--- src/rtl/osc_tick_pkg.sv ---
// osc_tick_pkg: shared mode and channel-state encodings and the channel-count limit
// for the oscillator tick generator.
package osc_tick_pkg;
    localparam int MAX_CH = 16;
    typedef enum logic [1:0] {
        MODE_OFF      = 2'd0,
        MODE_PERIODIC = 2'd1,
        MODE_ONESHOT  = 2'd2
    } mode_e;
    typedef enum logic [1:0] {
        ST_IDLE  = 2'd0,
        ST_RUN_P = 2'd1,
        ST_RUN_1 = 2'd2
    } ch_state_e;
    // Reserved mode 3 falls through to IDLE, same as OFF.
    function automatic ch_state_e state_of(input logic [1:0] mode);
        return mode == MODE_PERIODIC ? ST_RUN_P : mode == MODE_ONESHOT ? ST_RUN_1 : ST_IDLE;
    endfunction
endpackage

--- src/rtl/osc_tick_ch.sv ---
// osc_tick_ch: one tick channel -- run state, down-counter, reload value and
// registered one-cycle TICK pulse.
module osc_tick_ch
    import osc_tick_pkg::*;
#(
    parameter int CNT_W = 16
) (
    input  logic             CLK,
    input  logic             RST,
    input  logic             load_i,
    input  logic [CNT_W-1:0] div_i,
    input  logic [1:0]       mode_i,
    input  logic             en_i,
    output logic             tick_o,
    output logic             busy_o
);
    ch_state_e        state_q;
    logic [CNT_W-1:0] cnt_q;
    logic [CNT_W-1:0] rld_q;
    logic [CNT_W-1:0] rld_d;
    logic             tick_q;

    // max(D,1)-1: subtracting the nonzero flag maps D=0 and D=1 both to 0.
    assign rld_d  = div_i - CNT_W'(div_i != '0);
    assign tick_o = tick_q;
    assign busy_o = state_q != ST_IDLE;

    always_ff @(posedge CLK) begin
        if (RST) begin
            state_q <= ST_IDLE;
            cnt_q   <= '0;
            rld_q   <= '0;
            tick_q  <= 1'b0;
        end else begin
            tick_q <= 1'b0;
            if (load_i) begin
                rld_q   <= rld_d;
                cnt_q   <= rld_d;
                state_q <= state_of(mode_i);
            end else if (state_q != ST_IDLE && en_i) begin
                if (cnt_q == '0) begin
                    tick_q <= 1'b1;
                    cnt_q  <= rld_q;
                    if (state_q == ST_RUN_1) state_q <= ST_IDLE;
                end else begin
                    cnt_q <= cnt_q - 1'b1;
                end
            end
        end
    end
endmodule

--- src/rtl/osc_tick_gen.sv ---
// osc_tick_gen: configuration handshake, channel decode and out-of-range error
// around NUM_CH independent tick channels.
module osc_tick_gen
    import osc_tick_pkg::*;
#(
    parameter int NUM_CH = 4,
    parameter int CNT_W  = 16,
    parameter int CH_W   = 2
) (
    input  logic              CLK,
    input  logic              RST,
    input  logic              CFG_VALID,
    output logic              CFG_READY,
    input  logic [CH_W-1:0]   CFG_CH,
    input  logic [CNT_W-1:0]  CFG_DIV,
    input  logic [1:0]        CFG_MODE,
    input  logic [NUM_CH-1:0] EN,
    output logic [NUM_CH-1:0] TICK,
    output logic [NUM_CH-1:0] BUSY,
    output logic              CFG_ERR
);
    logic ready_q;
    logic err_q;
    logic xfer;

    assign xfer      = CFG_VALID && ready_q;
    assign CFG_READY = ready_q;
    assign CFG_ERR   = err_q;

    // READY drops for the single cycle after any accepted transfer.
    always_ff @(posedge CLK) begin
        if (RST) begin
            ready_q <= 1'b0;
            err_q   <= 1'b0;
        end else begin
            ready_q <= !xfer;
            err_q   <= xfer && 32'(CFG_CH) >= NUM_CH;
        end
    end

    for (genvar i = 0; i < NUM_CH; i++) begin : g_ch
        osc_tick_ch #(.CNT_W(CNT_W)) u_ch (
            .CLK    (CLK),
            .RST    (RST),
            .load_i (xfer && CFG_CH == CH_W'(i)),
            .div_i  (CFG_DIV),
            .mode_i (CFG_MODE),
            .en_i   (EN[i]),
            .tick_o (TICK[i]),
            .busy_o (BUSY[i])
        );
    end
endmodule

--- config.mk ---
export PLATFORM = sky130hd
export DESIGN_NAME = osc_tick_gen
export DESIGN_NICKNAME = d
export VERILOG_FILES = /design/src/rtl/osc_tick_pkg.sv /design/src/rtl/osc_tick_ch.sv /design/src/rtl/osc_tick_gen.sv
export SDC_FILE = /design/constraint.sdc
export NUM_CORES = 1
export LEC_CHECK = 0
export CORE_MARGIN = 4
export CORE_UTILIZATION = 40
export CTS_CLUSTER_SIZE = 25
export DETAILED_ROUTE_END_ITERATION = 10
export PLACE_DENSITY_LB_ADDON = 0.08
export RECOVER_POWER = 50
export SYNTH_ARGS = -nofsm -noshare
export SYNTH_HDL_FRONTEND = slang
export SYNTH_SLANG_ARGS = --single-unit
--- constraint.sdc ---
create_clock -name CLK -period 4.4 [get_ports CLK]
set_input_delay 1.1 -clock CLK [delete_from_list [all_inputs] [get_ports CLK]]
set_output_delay 1.1 -clock CLK [all_outputs]
set_load 0.03 [all_outputs]
# Word-level counts from Yosys, hierarchy flattened
# Cells that the tools add are included.
# word_totals
n_memories,0
rom_bits,0
latch_bits,0
ramBits,0
reg_bits,141
out_inout_bits,10
# op_classes
div,0
mux,34
n_lt_le_gt_ge,0
add_sub_neg,5
eq_ne,9
shift,0
n_mul,0
reduce_logical,40
n_bitwise,4
# op_table
operator,n
$mux W16,12
$logic_not A16 Y1,4
$sub A16 B1 Y16 const B,4
$mux W2,18
$reduce_bool A2 Y1,16
$reduce_bool A16 Y1,1
$sub A16 B1 Y16,1
$eq A2 B2 Y1 const B,7
$reduce_and A3 Y1,4
$reduce_or A3 Y1,4
$logic_and A1 B1 Y1,9
$eq A2 B1 Y1 const B,2
$mux W1,4
$not A1 Y1,4
$logic_not A2 Y1,1
$logic_not A1 Y1,1

# Longest topological paths before layout
# Gate-level depths: netlist of run 1.
# depth
ltp_word,5
mapped_depth,11
depth_no_buf,10

# By module
# Synthesis of run 1 repeated with hierarchy kept, for this count alone.
# hier_totals
hier_cells,1074
area_unflattened_um2,8923.6
# modules_own_cells
module,cells_each,n_inst,area_each_um2
osc_tick_ch (g_ch[0].u_ch ...),265,3,2213.4
osc_tick_ch (g_ch[3].u_ch),271,1,2205.9
osc_tick_gen,8,1,77.6

# Worst setup path after synthesis of run 1
# OpenSTA, ideal clock, no wires.
# synth_path
path_type,input -> register
start,input CFG_DIV[6]
end,register g_ch[2].u_ch.cnt_q[14]
arrival_time_ns,3.672
required_ns,4.314
slack_ns,0.643
stages,11
path_cell_list,or4_1 clkbuf_1 or4_4 nand2b_1 ha_1 ha_1 or4b_2 nor4_1 xor2_1 nor2_1 a211oi_1
# synth_between
elab_chain_cells,3
# synth_lines
item,line,source
from (decl),osc_tick_gen.sv:15,"input logic [CNT_W-1:0] CFG_DIV,"
$reduce_bool A16 Y1,osc_tick_ch.sv:24,assign rld_d = div_i - CNT_W'(div_i != '0);
$sub A16 B1 Y16 *,osc_tick_ch.sv:24,
$mux W16 *,osc_tick_ch.sv:36,if (load_i) begin
to (signal assigned),osc_tick_ch.sv:38,cnt_q <= rld_d;
to (signal assigned),osc_tick_ch.sv:43,cnt_q <= rld_q;
to (signal assigned),osc_tick_ch.sv:46,cnt_q <= cnt_q - 1'b1;
to (decl),osc_tick_ch.sv:18,logic [CNT_W-1:0] cnt_q;
# Every way passes the cells marked *; elsewhere a longest branch is shown, timed or not.
# A chain may end at the register's enable or synchronous reset.

# Worst setup path in the final report of run 1
# layout_path
start,input CFG_DIV[10]
end,register g_ch[3].u_ch.cnt_q[10]
# layout_between
elab_chain_cells,3
# layout_lines
item,line
$reduce_bool A16 Y1,osc_tick_ch.sv:24
$sub A16 B1 Y16 *,osc_tick_ch.sv:24
$mux W16 *,osc_tick_ch.sv:36
to (signal assigned),osc_tick_ch.sv:38
to (signal assigned),osc_tick_ch.sv:43
to (signal assigned),osc_tick_ch.sv:46
to (decl),osc_tick_ch.sv:18
# Marked as above.

==> results of run 1 <==
## cells by family (layout without fill, tap and decap cells)
group,count (synthesis),count (layout)
and+or+nand+nor,388,388
buffers and inverters,103,140
muxes,12,12
adders and majority gates,11,11
AOI/OAI and AO/OA,283,283
DFF,141,141
other,1,1
xor gates and xnor gates,29,29
## metal layers
layer	global-route usage (%)	share of wire, %
met2	34.3	46
met1	29.8	48
met4	5.55	1.4
met3	4.13	4.0
met5	0	0
## worst paths after layout
kind / slack [ns] / depth (start not counted) / end
worst max-delay path: 0.36 / 12 / g_ch[3].u_ch.cnt_q[10]
worst min-delay path: 0.45 / 2 / g_ch[3].u_ch.rld_q[15]
worst max register to register: 1.28 / 4 / g_ch[0].u_ch.cnt_q[3]
worst min register to register: 0.45 / 2 / g_ch[3].u_ch.rld_q[15]
## power by group
| part | total, mW | switching, mW | internal, mW |
|---|---|---|---|
| clock network | 1.27 | 0.522 | 0.745 |
| logic | 0.638 | 0.396 | 0.241 |
| registers | 1.35 | 0.0359 | 1.32 |
## tightest hold or removal path, cell delays in order, from the launching register on
cell	delay, ns
dfxtp_1	0.31
nand2_1	0.05
a21oi_1	0.05
## layout by cell type, fill, tap and decap left out, types with 14 or more instances in the layout
cell             synthesis  final
nand4_1                 14     14
or3_1                   14     14
nand2_1                 79     79
a21oi_1                 77     77
clkdlybuf4s50_1          0     23
clkbuf_1                53     15
a211oi_1                37     37
inv_1                   32     32
xor2_1                  16     16
a31oi_1                 16     16
clkbuf_16                0     17
nor2_1                 107    105
nor4_1                  22     22
o21ai_0                 26     27
buf_4                    9     34
nand3_1                 33     33
dfxtp_1                141    141
nor3_1                  44     45
## state kept, by name, summed over array words and instances (netlist names)
| signal | count |
|---|---|
| CFG_READY | 1 |
| g_ch.u_ch.cnt_q | 64 |
| g_ch.u_ch.rld_q | 64 |
| g_ch.u_ch.state_q | 8 |
| g_ch.u_ch.tick_o | 4 |
## through the flow
step / hold WS [ns] / instance area (um2) / instances / power, mW / setup TNS [ns]
after floorplan: 0.432 / 7700 / 968 / 1.83 / 0
after CTS: 0.455 / 8920 / 1265 / 3.29 / 0
after global routing: 0.479 / 8840 / 1265 / 3.42 / 0
after detailed placement: 0.447 / 8420 / 1238 / 2.02 / -0.0381
after global placement: 0.444 / 8420 / 1238 / 2.02 / 0
final: 0.454 / 8840 / 1265 / 3.26 / 0
## layout make-up
class | count | area (um2) | area share (%)
Multi-Input combinational cell | 724 | 4430 | 50.1
Clock inverter | 3 | 15.0 | 0.170
Timing Repair Buffer | 81 | 649 | 7.34
Inverter | 32 | 120 | 1.36
Sequential cell | 141 | 2820 | 31.9
Tap cell | 260 | 325 | 3.68
Clock buffer | 24 | 482 | 5.45
==> metrics.md, run 1 <==
| Metric | Value |
|---|---|
| Outcome | `complete, but fails checks` |
| Failing checks | `max-capacitance violations, max-slew violations` |
| Slew of the pin with the lowest slew margin | `2.04 ns` |
| Synth area leader | `dfxtp_1` |
| Worst min path class | `reg -> reg` |
| Yosys top cell area share | `36.7%` |
| Setup violators final | `0` |
| Mapped Nets | `1006` |
| Synth Register Bits | `141` |
| Rows | `50` |
| DIE WIDTH | `147 um` |
| Fraction of layout cells with a size suffix above 1 | `7.96%` |
| Lkg Pwr | `3.17 nW` |
| First-pass GRT wire length | `37200 um` |
| Nets | `1035` |
| Chip height | `147 um` |
| Async set-reset flop share out of synthesis | `0%` |
| Vias | `7290` |
| Clock Root Buffer | `clkbuf_16` |
| Initial antenna violation count | `0` |
| CTS max path bufs | `2` |
| Critical path's most frequent cell | `or4_1` |
| Max Transition Viols Final | `203` |
| Core ar. | `18800 um2` |
| Largest net degree at the start of global routing | `70` |
| CP peak stage delay | `0.54 ns` |
| First drt pass iteration count | `4` |
| Compound-cell area share of the yosys netlist | `25.0%` |
| Critical Path AT | `4.37 ns` |
| Vias in the first global route | `6735` |
| Skew-Pair Late Insertion Delay | `0.43 ns` |
| CP cell instances | `clkdlybuf4s50_1 > or4_1 > or4_1 > nand2b_1 > ha_1 > clkbuf_4 > nor3b_1 > nand3_1 > xnor2_1 > clkbuf_1 > nand2_1 > a31oi_1` |
| Most instantiated cells after synthesis | `dfxtp_1 (141), nor2_1 (107), nand2_1 (79), a21oi_1 (77), clkbuf_1 (53)` |
| Mux cell area share after synthesis | `1.64%` |
| CTS Hold Bufs | `0` |
| Post-Synth XOR/XNOR Area | `3.30%` |
| Buf/Inv on CP | `3` |
| CP Capture Type | `flip-flop` |
| Most common cell in the netlist | `dfxtp_1` |
| Congestion Overflow GR | `0` |
| Post-Syn Area | `7700 um2` |
| Commonest register cell after synthesis | `dfxtp_1` |
| EDFF count, synth | `0` |
| CP required | `4.74 ns` |
| Worst-path clk slew | `0.05 ns` |
| Total Routed Length | `23100 um` |
| Simple-Gate Fraction of Synth Area | `25.8%` |
| Setup CP Type | `in -> reg` |
| CP Max Fanout | `6` |
| Port bufs | `35` |
| Synth unique cells | `75` |
| Post-CTS Setup Inserts | `0` |
| Ports | `37` |
| CP startpoint kind | `input port` |
| Final period util | `91.7%` |
| Filler cell count | `1939` |
| Slew HR | `-37.5%` |
| CTS tree | `yes` |
| H-tree levels | `4` |
| ANT nets after route | `0` |
| GRT Total Usage | `21.4%` |
| Routability Congestion | `0.864` |
| Initial core utilization | `40.9%` |
| Final setup margin | `0.364 ns` |
| CTS Buf Count | `17` |
| Post-synthesis adder-cell area fraction | `1.79%` |
| Drt first-iter violations | `626` |
| Power Density | `368 nW/um2` |
| Yosys Warn Count | `0` |
| Post-CTS sizing | `0` |
| Max Cap Viol | `5` |
| Die area | `21500 um2` |
| Maximum vdd drop | `0.254 mV` |
| Seq/Total Area, Yosys | `36.7%` |
| Top delay family on crit path | `simple AND/OR/NAND/NOR gates` |
| Post-DP HPWL | `15800 um` |
| Layout area overhead | `14.9%` |
| Final hold vios | `0` |
| Area contributors post-synth | `dfxtp_1 (37%), nor2_1 (5.2%), a21oi_1 (5.0%), nand2_1 (3.9%), a211oi_1 (3.6%)` |
| Post-Place Worst Slack | `-0.0381 ns` |
| # DRC | `0` |
| Largest family of logic cells by synthesized area | `simple AND/OR/NAND/NOR gates` |
| Clk sinks | `141` |
| CP startpoint | `CFG_DIV[10]` |
| Worst Skew | `0.00520 ns` |
| Post-layout util | `47.0%` |
| Synthesized instance count | `968` |
| Antenna Cells | `0` |
| FF-to-FF Start | `CFG_READY` |
| Avg Cell Area, Syn | `7.95 um2` |
| RSZ-0062 raised after global routing | `false` |
| Hold Crit Start | `g_ch[3].u_ch.rld_q[15]` |
| Max stage delay cell, worst path | `or4_1` |
| Max Fclk | `248 MHz` |
| Final min period | `4.04 ns` |
| WL/cell | `18.2 um` |
| Avg Vias per Cell | `5.76` |
Note: power is estimated with default switching activity, not from simulation.
==> run 2, diff against run 1 <==
Settings changed: SLEW_MARGIN from default to 20.
==> results of run 2 <==
Same layout as run 1: the final DEF is identical, and so are final timing and power.
